**src/rtl/hazard_unit_mc.sv**
```systemverilog
// hazard_unit_mc -- pipeline hazard controller for the 5-stage RV32 core.
//
// Provides MEM/WB operand forwarding, load-use stall, branch flush, a data
// memory wait-state freeze and a multi-cycle MUL/DIV occupancy FSM. It sits
// beside the datapath and drives the stall/flush enables of the pipeline
// registers.
//
// Optional feature: define HAZARD_PERF_EN to add four saturating
// performance counters (PerfLwStall, PerfMemWait, PerfMduWait, PerfFlush).
//
// Ports:
//   clk, rst_n            clock (rising edge), asynchronous active-low reset
//   Rs1D/Rs2D, UsesRs1D/2D Decode source registers and their read flags
//   Rs1E/Rs2E, RdE        Execute source/destination registers
//   ResultSrcE            2'b01 marks a load in Execute
//   PCSrcE                taken branch/jump resolved in Execute
//   MduStartE             MDU op present in Execute (level)
//   RdM/RegWriteM         Memory-stage destination and write enable
//   MemReqM/MemReadyM     data-memory request and ready
//   RdW/RegWriteW         Writeback-stage destination and write enable
//   StallF/D/E/M          hold the respective pipeline register
//   FlushD/E/M/W          insert a bubble into the respective register
//   ForwardAE/BE          00 = register file, 01 = WB, 10 = MEM
//   MduBusy               MDU FSM is in BUSY
//   MduDoneE              one-cycle pulse: MDU result valid, E released
module hazard_unit_mc #(
  parameter int REG_AW  = 5,
  parameter int MDU_LAT = 4,
  parameter int CNT_W   = 32
) (
  input  logic              clk,
  input  logic              rst_n,
  input  logic [REG_AW-1:0] Rs1D,
  input  logic [REG_AW-1:0] Rs2D,
  input  logic              UsesRs1D,
  input  logic              UsesRs2D,
  input  logic [REG_AW-1:0] Rs1E,
  input  logic [REG_AW-1:0] Rs2E,
  input  logic [REG_AW-1:0] RdE,
  input  logic [1:0]        ResultSrcE,
  input  logic              PCSrcE,
  input  logic              MduStartE,
  input  logic [REG_AW-1:0] RdM,
  input  logic              RegWriteM,
  input  logic              MemReqM,
  input  logic              MemReadyM,
  input  logic [REG_AW-1:0] RdW,
  input  logic              RegWriteW,
  output logic              StallF,
  output logic              StallD,
  output logic              StallE,
  output logic              StallM,
  output logic              FlushD,
  output logic              FlushE,
  output logic              FlushM,
  output logic              FlushW,
  output logic [1:0]        ForwardAE,
  output logic [1:0]        ForwardBE,
  output logic              MduBusy,
`ifdef HAZARD_PERF_EN
  output logic [CNT_W-1:0]  PerfLwStall,
  output logic [CNT_W-1:0]  PerfMemWait,
  output logic [CNT_W-1:0]  PerfMduWait,
  output logic [CNT_W-1:0]  PerfFlush,
`endif
  output logic              MduDoneE
);

  localparam int CW = $clog2(MDU_LAT);
  localparam logic [CW-1:0] CNT_INIT = CW'(MDU_LAT - 2);

  typedef enum logic {IDLE = 1'b0, BUSY = 1'b1} state_t;

  state_t        state_reg;
  logic [CW-1:0] cnt_reg;

  logic memstall;
  logic mdustall;
  logic lwstall;

  // Forwarding: MEM has the younger value, so it wins over WB.
  always_comb begin
    ForwardAE = 2'b00;
    if (RegWriteM && Rs1E == RdM && Rs1E != '0)      ForwardAE = 2'b10;
    else if (RegWriteW && Rs1E == RdW && Rs1E != '0) ForwardAE = 2'b01;
    ForwardBE = 2'b00;
    if (RegWriteM && Rs2E == RdM && Rs2E != '0)      ForwardBE = 2'b10;
    else if (RegWriteW && Rs2E == RdW && Rs2E != '0) ForwardBE = 2'b01;
  end

  always_comb begin
    memstall = MemReqM & ~MemReadyM;
    lwstall  = (ResultSrcE == 2'b01) && (RdE != '0) &&
               ((UsesRs1D && Rs1D == RdE) || (UsesRs2D && Rs2D == RdE));
    // The first Execute cycle of an MDU op stalls from IDLE; the remaining
    // stall cycles come from BUSY while the counter is non-zero.
    mdustall = (state_reg == IDLE) ? (MduStartE & ~memstall)
                                   : (cnt_reg != '0);
    MduDoneE = (state_reg == BUSY) && (cnt_reg == '0) && !memstall;
    MduBusy  = (state_reg == BUSY);
  end

  // MDU occupancy FSM. The counter keeps running during memory waits so the
  // MDU latency is wall-clock; only the final release waits for memory.
  always_ff @(posedge clk or negedge rst_n) begin
    if (!rst_n) begin
      state_reg <= IDLE;
      cnt_reg   <= '0;
    end else begin
      case (state_reg)
        IDLE: begin
          if (MduStartE && !memstall) begin
            state_reg <= BUSY;
            cnt_reg   <= CNT_INIT;
          end
        end
        BUSY: begin
          if (cnt_reg != '0) begin
            cnt_reg <= cnt_reg - 1'b1;
          end else if (!memstall) begin
            state_reg <= IDLE;
          end
        end
        default: state_reg <= IDLE;
      endcase
    end
  end

  // Stall/flush priority: memory wait freezes everything, then MDU, then
  // load-use / branch. PCSrcE and lwstall stay valid across a freeze because
  // Execute is held.
  always_comb begin
    StallF = 1'b0;
    StallD = 1'b0;
    StallE = 1'b0;
    StallM = 1'b0;
    FlushD = 1'b0;
    FlushE = 1'b0;
    FlushM = 1'b0;
    FlushW = 1'b0;
    if (memstall) begin
      StallF = 1'b1;
      StallD = 1'b1;
      StallE = 1'b1;
      StallM = 1'b1;
      FlushW = 1'b1;
    end else if (mdustall) begin
      StallF = 1'b1;
      StallD = 1'b1;
      StallE = 1'b1;
      FlushM = 1'b1;
    end else begin
      // A taken branch kills the dependent Decode instruction, so no stall.
      StallF = lwstall & ~PCSrcE;
      StallD = lwstall & ~PCSrcE;
      FlushD = PCSrcE;
      FlushE = lwstall | PCSrcE;
    end
  end

`ifdef HAZARD_PERF_EN
  logic [CNT_W-1:0] perf_lw_reg;
  logic [CNT_W-1:0] perf_mem_reg;
  logic [CNT_W-1:0] perf_mdu_reg;
  logic [CNT_W-1:0] perf_flush_reg;

  logic lw_evt;
  logic mdu_evt;

  always_comb begin
    lw_evt  = !memstall && !mdustall && StallF;
    mdu_evt = !memstall && mdustall;
  end

  always_ff @(posedge clk or negedge rst_n) begin
    if (!rst_n) begin
      perf_lw_reg    <= '0;
      perf_mem_reg   <= '0;
      perf_mdu_reg   <= '0;
      perf_flush_reg <= '0;
    end else begin
      if (lw_evt   && perf_lw_reg    != '1) perf_lw_reg    <= perf_lw_reg + 1'b1;
      if (memstall && perf_mem_reg   != '1) perf_mem_reg   <= perf_mem_reg + 1'b1;
      if (mdu_evt  && perf_mdu_reg   != '1) perf_mdu_reg   <= perf_mdu_reg + 1'b1;
      if (FlushD   && perf_flush_reg != '1) perf_flush_reg <= perf_flush_reg + 1'b1;
    end
  end

  assign PerfLwStall = perf_lw_reg;
  assign PerfMemWait = perf_mem_reg;
  assign PerfMduWait = perf_mdu_reg;
  assign PerfFlush   = perf_flush_reg;
`endif

endmodule

```
**config.mk**
```make
export PLATFORM = sky130hd
export DESIGN_NAME = hazard_unit_mc
export DESIGN_NICKNAME = d
export VERILOG_FILES = /design/src/rtl/hazard_unit_mc.sv
export SDC_FILE = /design/constraint.sdc
export NUM_CORES = 1
export LEC_CHECK = 0
export ABC_AREA = 1
export CAP_MARGIN = 20
export CELL_PAD_IN_SITES_DETAIL_PLACEMENT = 0
export CELL_PAD_IN_SITES_GLOBAL_PLACEMENT = 1
export CORE_MARGIN = 4
export CORE_UTILIZATION = 22
export DETAILED_ROUTE_END_ITERATION = 6
export PLACE_DENSITY_LB_ADDON = 0.1
export SLEW_MARGIN = 40
export SYNTH_ARGS = -nofsm -noshare
export SYNTH_HDL_FRONTEND = slang
export SYNTH_SLANG_ARGS = --single-unit
```
**constraint.sdc**
```tcl
create_clock -name clk -period 2.71 [get_ports clk]
set_clock_uncertainty 0.1 [all_clocks]
set_input_delay 0.271 -clock clk [delete_from_list [all_inputs] [get_ports clk]]
set_output_delay 0.271 -clock clk [all_outputs]
set_load 0.03 [all_outputs]
```
# Word level (Yosys, flattened, before mapping)
# Index checks and enable logic that the tools add are counted.
# word_totals
ff_bits	3
input_bits	47
output_inout_bits	14
elab_cells	64
# op_classes
add_sub_neg	1
eq_ne	9
n_mux	21
bitwise	8
n_reduce_logical	23
# op_table
op	n
$eq A5 B5 Y1	6
$logic_and A1 B1 Y1	15
$mux W1	15
$reduce_bool A5 Y1	3
$mux W2	4
$ne A2 B1 Y1 const B	2
$not A1 Y1	4
$pmux W2 S2	1
$and A1 B1 Y1	3
$eq A2 B1 Y1 const B	1
$logic_not A2 Y1	1
$pmux W1 S2	1
$reduce_and A2 Y1	1
$reduce_bool A2 Y1	1
$sub A2 B1 Y2 const B	1
$logic_not A1 Y1	1
$logic_or A1 B1 Y1	1
$or A1 B1 Y1	1

# Logic depth before layout (Yosys ltp)
# depth
ltp_word	7
depth_mapped	9
mapped_depth_nobuf	8

# Worst setup path before layout
# Ideal clock, no wire load.
# synth_path
path_kind	register to output
from	register state_reg, in the netlist MduBusy
to	output port StallF
arrival_time_ps	1488
t_required_ps	2339
slack_ps	851
stages_incl_launch_ff	6
path_buffers	1
path_cell_list	dfrtp_1 inv_2 nor2_4 a31oi_4 nand3_1 buf_4
# synth_between
elab_chain_cells	3
# synth_lines
item	line_no	rtl
start: declaration	74	state_t state_reg;
start signal: assignment	107	state_reg <= IDLE;
start signal: assignment	113	state_reg <= BUSY;
start signal: assignment	121	state_reg <= IDLE;
$mux W1	97	mdustall = (state_reg == IDLE) ? (MduStartE & ~memstall)
$mux W1 (2 in series)	--	
end: declaration	49	output logic StallF,
# Every way passes these cells.

# Worst setup path after layout
# layout_path
from	register cnt_reg[0]
to	output port FlushE
# layout_between
elab_chain_cells	4
# layout_lines
item	line_no	rtl
start: declaration	75	logic [CW-1:0] cnt_reg;
start signal: assignment	119	cnt_reg <= cnt_reg - 1'b1;
$reduce_bool A2 Y1	98	: (cnt_reg != '0);
$mux W1	97	
$mux W1	147	end else if (mdustall) begin
$mux W1	141	if (memstall) begin
end: declaration	54	output logic FlushE,
# Every way passes these cells.

==> metrics <==
status=finished, final reports clean; post-route clock period utilization=92.0%; clk_lat worst skew=0.21 ns; Rows=21; Die Area=4710 um2; total number of vias=1109; Buf+Inv Stages, Crit Path=3; post-synthesis net count=199; Final TNS setup=0 ns; Max Slew Vio Count=0; placed cells=255; max FFs per register=2; fmax=0.401 GHz; Yosys top cell area share=20.9%; Avg Inst Size Synth=5.35 um2; DRC Markers=0; WP data arrival=2.12 ns; first-pass GRT wire length=4180 um; Critical Path RT=2.34 ns; Core ar.=3440 um2; count leader, synth=nand2_1; CP delay by family, top=buffers and inverters; Crit path largest cell delay=0.67 ns; Die W=68.6 um; largest net degree at the start of global routing=6; WL final=2630 um; Seq cells post-synth=3; # H-tree levels=1; mapped cell area=808 um2; post-cts hold buffer count=0; crit path kind=reg2out; IO Pins=61; Seq/Total Area, Yosys=9.29%; Startpoint Class=flip-flop; number of DRC markers in iteration 0=27; CTS tree=done; final setup violation count=0; IO buf count=60; Post-synth EDFFs=0; worst min-delay path class=in2async; Top FF cell, synth=dfrtp_1; GRT overflow=0; Pwr Total=742 uW; crit-path max FO=5; Crit-path slowest cell=clkdlybuf4s50_1; Worst VDD drop=205 uV; drt first pass iters=4; worst-path cell chain=inv_1 -> ha_1 -> nor2_4 -> a31oi_4 -> nand2_4 -> inv_2 -> nand3_2 -> o21ai_2 -> clkdlybuf4s50_1; CTS resizes=0; Area growth, synth to finish=85.1%; TritonCTS Buffers=3; Detail Placement HPWL=2350 um; Cells after Synth=151; leakage power=0.000736 uW; max-cap violations=0; Initial Utilization=23.5%; Final Hold Fails=0; final non-filler cell total=259; largest cells by area after synthesis=nand2_1, inv_1, dfrtp_1; synth warn=0; layout cell share with drive strength beyond 1=8.45%; vias in the first global route=1077; fin util=43.5%; setup bufs post-CTS=0; GRT Total Usage=11.3%; Least-Margin Pin Slew=0.316 ns; number of nets in the layout=262; clk sink count=3; fin crit period=2.49 ns; CTS max path bufs=2; mean routed wirelength per cell=10.1 um; Synth async-reset ratio=100%; largest area contributor in the netlist=nand2_1; Die Y-Extent=68.6 um; Slew HR=78.8%; CP Capture Type=output port; root buf cell=clkbuf_8; routability-driven placement congestion ratio=0.774; CTS clk-pin slew, worst paths=0.03 ns; unrepaired setup endpoints after global routing=no; Synth cell types=28; Avg Vias per Cell=4.28; initial antenna violation count=0; # diodes=0; synth cell count leaders=nand2_1, inv_1, nor2_1; pwr/cell area=496 nW/um2; post-route ant nets=0
-- through the flow --
step / setup WS, ns / hold slack [ns] / area, um2
floorplan: 0.851 / -0.125 / 808
detailed placement: 0.202 / 0.360 / 1450
CTS: 0.195 / 0.138 / 1500
global route: 0.101 / 0.149 / 1500
finish: 0.217 / 0.141 / 1500
global placement: 0.236 / 0.358 / 1450
-- per-layer routing --
metal | global-route usage [%] | wire length [um]
met5 | 0 | 0
met4 | 2.98 | 0
met3 | 1.13 | 200
met2 | 21.2 | 1280
met1 | 13.5 | 1150
-- layout make-up --
cell class | instances | area (um2)
multi-input combinational | 112 | 591
inverter | 34 | 128
fill | 372 | 1950
sequential | 3 | 75.1
tap | 46 | 57.6
timing repair buffer | 60 | 601
clock buffer | 4 | 45.0
-- cell usage in the layout, fill, tap and decap left out, drive strengths merged --
| cell | synthesis | final |
|---|---|---|
| nor3 | 5 | 5 |
| o22ai | 3 | 3 |
| a22oi | 1 | 1 |
| xor2 | 3 | 3 |
| or2 | 2 | 2 |
| nand3 | 10 | 10 |
| clkbuf | 0 | 4 |
| nor2 | 21 | 21 |
| nand2 | 48 | 48 |
| nand4 | 4 | 4 |
| a21oi | 2 | 2 |
| o21ai | 3 | 3 |
| clkdlybuf4s50 | 0 | 60 |
| inv | 34 | 34 |
| dfrtp | 3 | 3 |
| xnor2 | 5 | 5 |
| nor3b | 1 | 1 |
| ha | 1 | 1 |
| a31oi | 1 | 1 |
| nand3b | 2 | 2 |
-- power by group --
part | internal, uW | total (uW) | leakage [uW] | switching, uW
sequential | 68.0 | 79.7 | 0.0000335 | 11.7
clock | 100 | 125 | 0.0000228 | 25.5
combinational | 242 | 537 | 0.000680 | 295
total | 410 | 742 | 0.000736 | 332
-- logic make-up (layout without fill, tap and decap cells) --
family / Yosys count / count (layout) / share of synthesized area, %
buffers and inverters: 36 / 98 / 17.6
AOI/OAI and AO/OA: 10 / 10 / 9.44
xor gates and xnor gates: 8 / 8 / 8.67
and+or+nand+nor: 93 / 93 / 53.4
adders and majority gates: 1 / 1 / 1.55
DFF: 3 / 3 / 9.29
-- final timing paths --
kind	end	slack [ns]	startpoint	cells past startpoint
worst max-delay path	FlushE	0.22	cnt_reg[0]	9
worst min-delay path	cnt_reg[0]	0.14	rst_n	1
worst max register to register	cnt_reg[1]	1.41	cnt_reg[0]	5
worst min register to register	cnt_reg[0]	0.38	cnt_reg[0]	2
max in group asynchronous	MduBusy	2.23	rst_n	1
min in group clk	cnt_reg[0]	0.38	cnt_reg[0]	2
(Power assumes the default switching activity.)
